## config.mk

```make
export PLATFORM = sky130hd
export DESIGN_NAME = imem_arbiter
export DESIGN_NICKNAME = d
export VERILOG_FILES = /design/src/rtl/imem_arbiter.sv
export SDC_FILE = /design/constraint.sdc
export NUM_CORES = 1
export LEC_CHECK = 0
export BUFFER_PORTS_ARGS = -buffer_cell sky130_fd_sc_hd__buf_2
export CORE_ASPECT_RATIO = 2
export CORE_MARGIN = 5
export CORE_UTILIZATION = 41
export DETAILED_ROUTE_END_ITERATION = 16
export GPL_ROUTABILITY_DRIVEN = 0
export PLACE_DENSITY = 0.76
export SLEW_MARGIN = 20
export SYNTH_ARGS = -nofsm -noshare
export SYNTH_HDL_FRONTEND = slang
export SYNTH_SLANG_ARGS = --single-unit
```

## constraint.sdc

```tcl
create_clock -name clk -period 2 [get_ports clk]
set_clock_uncertainty 0.15 [all_clocks]
set_input_delay 0.4 -clock clk [delete_from_list [all_inputs] [get_ports clk]]
set_output_delay 0.4 -clock clk [all_outputs]
set_load 0.05 [all_outputs]
```

## src/rtl/imem_arbiter.sv

```systemverilog
// imem_arbiter: shares one single-ported instruction memory between the
// fetch unit and a loader/debug port. Fetch normally has priority; a loader
// denied STARVE_MAX consecutive cycles is forced through, and a loader can
// lock the memory for an exclusive burst.
//
// Handshake: a request is accepted in the cycle its *_gnt_o is high (grants
// are combinational from requests, state and starvation counter); the memory
// is strobed in that same cycle and the matching *_valid_o pulses exactly one
// cycle later. There is no backpressure on the response side.
module imem_arbiter #(
  parameter int AW         = 13,
  parameter int DW         = 32,
  parameter int STARVE_MAX = 4
) (
  input  logic          clk,
  input  logic          rst_n,
  input  logic          if_req_i,
  input  logic [AW-1:0] if_addr_i,
  output logic          if_gnt_o,
  output logic          if_valid_o,
  output logic [DW-1:0] if_data_o,
  input  logic          ld_req_i,
  input  logic          ld_we_i,
  input  logic          ld_lock_i,
  input  logic [AW-1:0] ld_addr_i,
  input  logic [DW-1:0] ld_wdata_i,
  output logic          ld_gnt_o,
  output logic          ld_valid_o,
  output logic [DW-1:0] ld_rdata_o,
  output logic          cpu_stall_o,
  output logic          mem_en_o,
  output logic          mem_we_o,
  output logic [AW-1:0] mem_addr_o,
  output logic [DW-1:0] mem_wdata_o,
  input  logic [DW-1:0] mem_rdata_i,
  output logic          dbg_state_o,
  output logic [3:0]    dbg_starve_cnt_o
);

  typedef enum logic {
    ST_ARB    = 1'b0,
    ST_LOCKED = 1'b1
  } state_e;

  localparam logic [3:0] STARVE_LIM = 4'(STARVE_MAX);

  state_e        state_q, state_d;
  logic [3:0]    starve_q, starve_d;
  logic          arb_mode;
  logic          if_gnt, ld_gnt;
  logic [AW-1:0] addr_q;
  logic [DW-1:0] wdata_q;
  logic          if_valid_q, ld_valid_q, ld_wr_q;

  // Arbitration and next state. A LOCKED cycle with ld_lock low is already
  // arbitrated normally. Grants are suppressed while reset is asserted.
  always_comb begin
    state_d  = state_q;
    starve_d = starve_q;
    if_gnt   = 1'b0;
    ld_gnt   = 1'b0;
    arb_mode = (state_q == ST_ARB) || !ld_lock_i;
    if (rst_n) begin
      if (arb_mode) begin
        if (ld_req_i && (starve_q == STARVE_LIM)) begin
          ld_gnt = 1'b1;
        end else if (if_req_i) begin
          if_gnt = 1'b1;
        end else if (ld_req_i) begin
          ld_gnt = 1'b1;
        end
        if (ld_req_i && !ld_gnt) begin
          starve_d = (starve_q == STARVE_LIM) ? starve_q : starve_q + 4'd1;
        end else begin
          starve_d = 4'd0;
        end
        state_d = (ld_gnt && ld_lock_i) ? ST_LOCKED : ST_ARB;
      end else begin
        ld_gnt   = ld_req_i;
        starve_d = 4'd0;
        state_d  = ST_LOCKED;
      end
    end
  end

  // Arbiter state, starvation counter, held memory bus and response tracking.
  always_ff @(posedge clk or negedge rst_n) begin
    if (!rst_n) begin
      state_q    <= ST_ARB;
      starve_q   <= 4'd0;
      addr_q     <= '0;
      wdata_q    <= '0;
      if_valid_q <= 1'b0;
      ld_valid_q <= 1'b0;
      ld_wr_q    <= 1'b0;
    end else begin
      state_q    <= state_d;
      starve_q   <= starve_d;
      if_valid_q <= if_gnt;
      ld_valid_q <= ld_gnt;
      if (ld_gnt) begin
        ld_wr_q <= ld_we_i;
      end
      if (if_gnt || ld_gnt) begin
        addr_q  <= mem_addr_o;
        wdata_q <= ld_wdata_i;
      end
    end
  end

  // Memory strobes; address and write data hold their last value when idle
  // so the bus does not toggle.
  always_comb begin
    mem_en_o    = if_gnt || ld_gnt;
    mem_we_o    = ld_gnt && ld_we_i;
    mem_addr_o  = addr_q;
    mem_wdata_o = wdata_q;
    if (ld_gnt) begin
      mem_addr_o = ld_addr_i;
    end else if (if_gnt) begin
      mem_addr_o = if_addr_i;
    end
    if (if_gnt || ld_gnt) begin
      mem_wdata_o = ld_wdata_i;
    end
  end

  // Response data is zero whenever its valid is low; write acks carry zero.
  always_comb begin
    if_gnt_o         = if_gnt;
    ld_gnt_o         = ld_gnt;
    cpu_stall_o      = rst_n && if_req_i && !if_gnt;
    if_valid_o       = if_valid_q;
    ld_valid_o       = ld_valid_q;
    if_data_o        = if_valid_q ? mem_rdata_i : '0;
    ld_rdata_o       = (ld_valid_q && !ld_wr_q) ? mem_rdata_i : '0;
    dbg_state_o      = state_q;
    dbg_starve_cnt_o = starve_q;
  end

endmodule
```

==> impl_metrics.env <==
export IMPL_p_sw_frac=0.4025
export IMPL_seq_area_frac_synth=0.4339
export IMPL_worstSetupPathType="flop to primary output"
export IMPL_synth_mux_area_frac=0.1330
export IMPL_dp_hpwl_mm=9.463
export IMPL_antenna_left=0
export IMPL_slowest_delay_ps=380
export IMPL_htreeDepth=2
export IMPL_track_usage=0.2658
export IMPL_synth_top_family_by_area="simple AND/OR/NAND/NOR gates"
export IMPL_drt_pass1_iterations=5
export IMPL_synth_edff_count=0
export IMPL_cp_required_ps=1450
export IMPL_reg2reg_slack_ps=20
export IMPL_drc=0
export IMPL_avgViaCountPerCell=5.414
export IMPL_p_int_uw=2702
export IMPL_synth_seq_cells=53
export IMPL_synth_top_cell_area_share=0.4339
export IMPL_fmax_mhz=388.5
export IMPL_via_count=3508
export IMPL_start_kind="flop"
export IMPL_p_switching_uw=1820
export IMPL_dieWidth_um=71.06
export IMPL_core_area_mm2=0.007267
export IMPL_cp_num_buf_inv=4
export IMPL_synth_cells=273
export IMPL_design_final_nets=652
export IMPL_clockBufferDepth=2
export IMPL_portBuffers=216
export IMPL_clockPowerShare=0.199
export IMPL_num_rows=44
export IMPL_grt_ovfl_total=0
export IMPL_cts_root_buf="clkbuf_16"
export IMPL_synth_fa_ha_area_frac=0.008187
export IMPL_synth_simple_area_share=0.1867
export IMPL_grt_pass1_wl_mm=19.73
export IMPL_tns_ps=-17950
export IMPL_clkSlewWorstSetupHoldPaths_ps=70
export IMPL_reg2reg_to="ld_wr_q"
export IMPL_p_comb_frac=0.511
export IMPL_crit_path_max_fanout=5
export IMPL_dieArea_mm2=0.009387
export IMPL_preCtsSetupSlack_ps=-244.0
export IMPL_worstSkewPairLatency_ps=290
export IMPL_p_leak_uw=0.003002
export IMPL_cp_num_cells=8
export IMPL_synth_area_mm2=0.003057
export IMPL_failed_checks="setup timing"
export IMPL_synth_compound_area_frac=0.1789
export IMPL_numCtsBuffers=5
export IMPL_wl_mm=13.57
export IMPL_wl_per_cell_um=20.94
export IMPL_cp_end_kind="primary output"
export IMPL_seq_power_share=0.290
export IMPL_finalHoldViolations=0
export IMPL_setup_viol=50
export IMPL_first_global_vias=3755
export IMPL_power_density_mw_per_mm2=746.8
export IMPL_post_route_period_util=1.287
export IMPL_timing_final_crit_period_ps=2574
export IMPL_yosys_top_cells_area="dfrtp_1 43%, and2_1 13%, mux2_2 12%, a31oi_1 5.3%, o31ai_4 4.9%"
export IMPL_hp_class="primary input to asynchronous set/reset pin"
export IMPL_drt_initial_drc_count=103
export IMPL_grt_max_degree=34
export IMPL_synthXorXnorAreaFrac=0
export IMPL_rsz0062_at_grt="yes"
export IMPL_async_reset_ff_frac=1.000
export IMPL_vdd_drop_max_uv=752.3
export IMPL_yosysUniqueCellTypes=35
export IMPL_io_pins=217
export IMPL_yosysMostFrequentCell="and2_1"
export IMPL_maxCapViolCount=0
export IMPL_critPathSlowestCell="dfrtp_2"
export IMPL_cp_cell_sequence="inv_2 -> ha_4 -> and4b_2 -> buf_6 -> o31ai_1 -> buf_4 -> a31oi_4 -> buf_12"
export IMPL_syn_to_final_growth_pct=98.08
export IMPL_syn_nets=371
export IMPL_synthFlopType="dfrtp_1"
export IMPL_cp_top_family="buffers and inverters"
export IMPL_relSlewSlack=0.7775
export IMPL_cts_num_sinks=53
export IMPL_outcome="finished, violations left"
export IMPL_avgSynthCellArea_um2=11.20
export IMPL_crit_arrival_ps=2020
export IMPL_initial_core_util=0.4206
export IMPL_tritoncts="done"
export IMPL_finalMaxSlewViolations=0
export IMPL_worst_slew_pin_slew_ps=333.1
export IMPL_fin_ws_ps=-573.8
export IMPL_yosysWarningCount=0
export IMPL_r2r_cells=9
export IMPL_die_height_um=132.1
export IMPL_antenna_found_initial=2
export IMPL_worstReg2RegStart="dbg_state_o"
export IMPL_yosys_top_cells_count="65 x and2_1, 53 x dfrtp_1, 33 x mux2_2"
export IMPL_drive_gt1_frac=0.7622
export IMPL_n_fill_cell=389
export IMPL_synth_top_cell_by_area="dfrtp_1"
logic make-up after synthesis:
family / after synthesis
buffers and inverters: 29
muxes: 36
and+or+nand+nor: 92
AOI/OAI and AO/OA: 61
DFF: 53
adders and majority gates: 2
cells in the final DEF (no fill, tap or decap), types with 2 or more instances in the layout:
cell type and count:
a211oi_1 6, a211oi_2 7, a31oi_1 13, a31oi_4 13
and2_1 34, and2_2 30, buf_12 15, buf_16 3
buf_2 134, buf_4 92, buf_6 42, buf_8 12
clkbuf_16 5, clkinv_4 2, dfrtp_1 48, dfrtp_2 5
inv_2 3, mux2_2 3, mux2_4 31, mux2i_1 2
nand2_1 4, nand3_1 2, nand4_1 14, o2bb2ai_1 2
o31ai_2 2, o31ai_4 10
worst max-delay path by stage:
stage                        startpoint            end  slack [ps]
global route        dbg_starve_cnt_o[0]  mem_addr_o[0]        -640
CTS                 dbg_starve_cnt_o[0]  mem_addr_o[4]        -520
detailed placement            ld_lock_i  mem_addr_o[8]        -240
global placement              ld_lock_i  mem_addr_o[6]        -220
finish              dbg_starve_cnt_o[0]  mem_addr_o[0]        -570
floorplan           dbg_starve_cnt_o[0]    cpu_stall_o        -520
per-layer routing:
layer  global-route usage  share of wire  up-vias
met2               0.5119           0.57      205
met5                    0         0.0015        -
met1               0.2654           0.31     1703
met4               0.1036          0.034        2
li1                     -              -     1562
met3              0.05802          0.080       36
power groups by stage:
stage          Sequential, µW  Combinational, µW  Clock, µW
2_1_floorplan            1320               1340          0
3_3_place_gp             1300               1900          0
3_5_place_dp             1320               1930          0
4_1_cts                  1300               2240        907
5_1_grt                  1320               2390        944
6_report                 1310               2310        899
repair_timing:
item	CTS	global route
gates cloned	4	0
pin swaps	7	12
buffers inserted	9	6
endpoints found under the setup margin	82	83
hold endpoints to repair	0	0
gates resized for setup	147	27
hold buffers	0	0
layout make-up:
class | count | area (µm²) | share of cell area
timing repair buffer | 298 | 2397 | 0.3959
multi-input combinational | 191 | 2023 | 0.3342
sequential | 53 | 1333 | 0.2201
clock buffer | 6 | 138.9 | 0.02294
tap | 92 | 115.1 | 0.01901
inverter | 5 | 31.28 | 0.005166
clock inverter | 2 | 13.76 | 0.002273
antenna | 1 | 2.502 | 0.0004133
flip-flops by register name (all words and copies together), names as in the netlist:
register          cells
if_valid_o            1
addr_q               13
ld_valid_o            1
dbg_state_o           1
dbg_starve_cnt_o      4
wdata_q              32
ld_wr_q               1
per-stage QoR:
step | area, µm² | power, µW | instances | hold slack [ps] | util
detailed placement | 5136 | 3247 | 622 | 326.7 | 0.7068
CTS | 5932 | 4445 | 643 | 20.32 | 0.8163
global route | 6055 | 4657 | 648 | 36.00 | 0.8332
global placement | 5136 | 3207 | 622 | 324.0 | 0.7068
floorplan | 3475 | 2663 | 273 | -45.59 | -
finish | 6055 | 4522 | 648 | 26.71 | 0.8332
(Power assumes the default switching activity.)
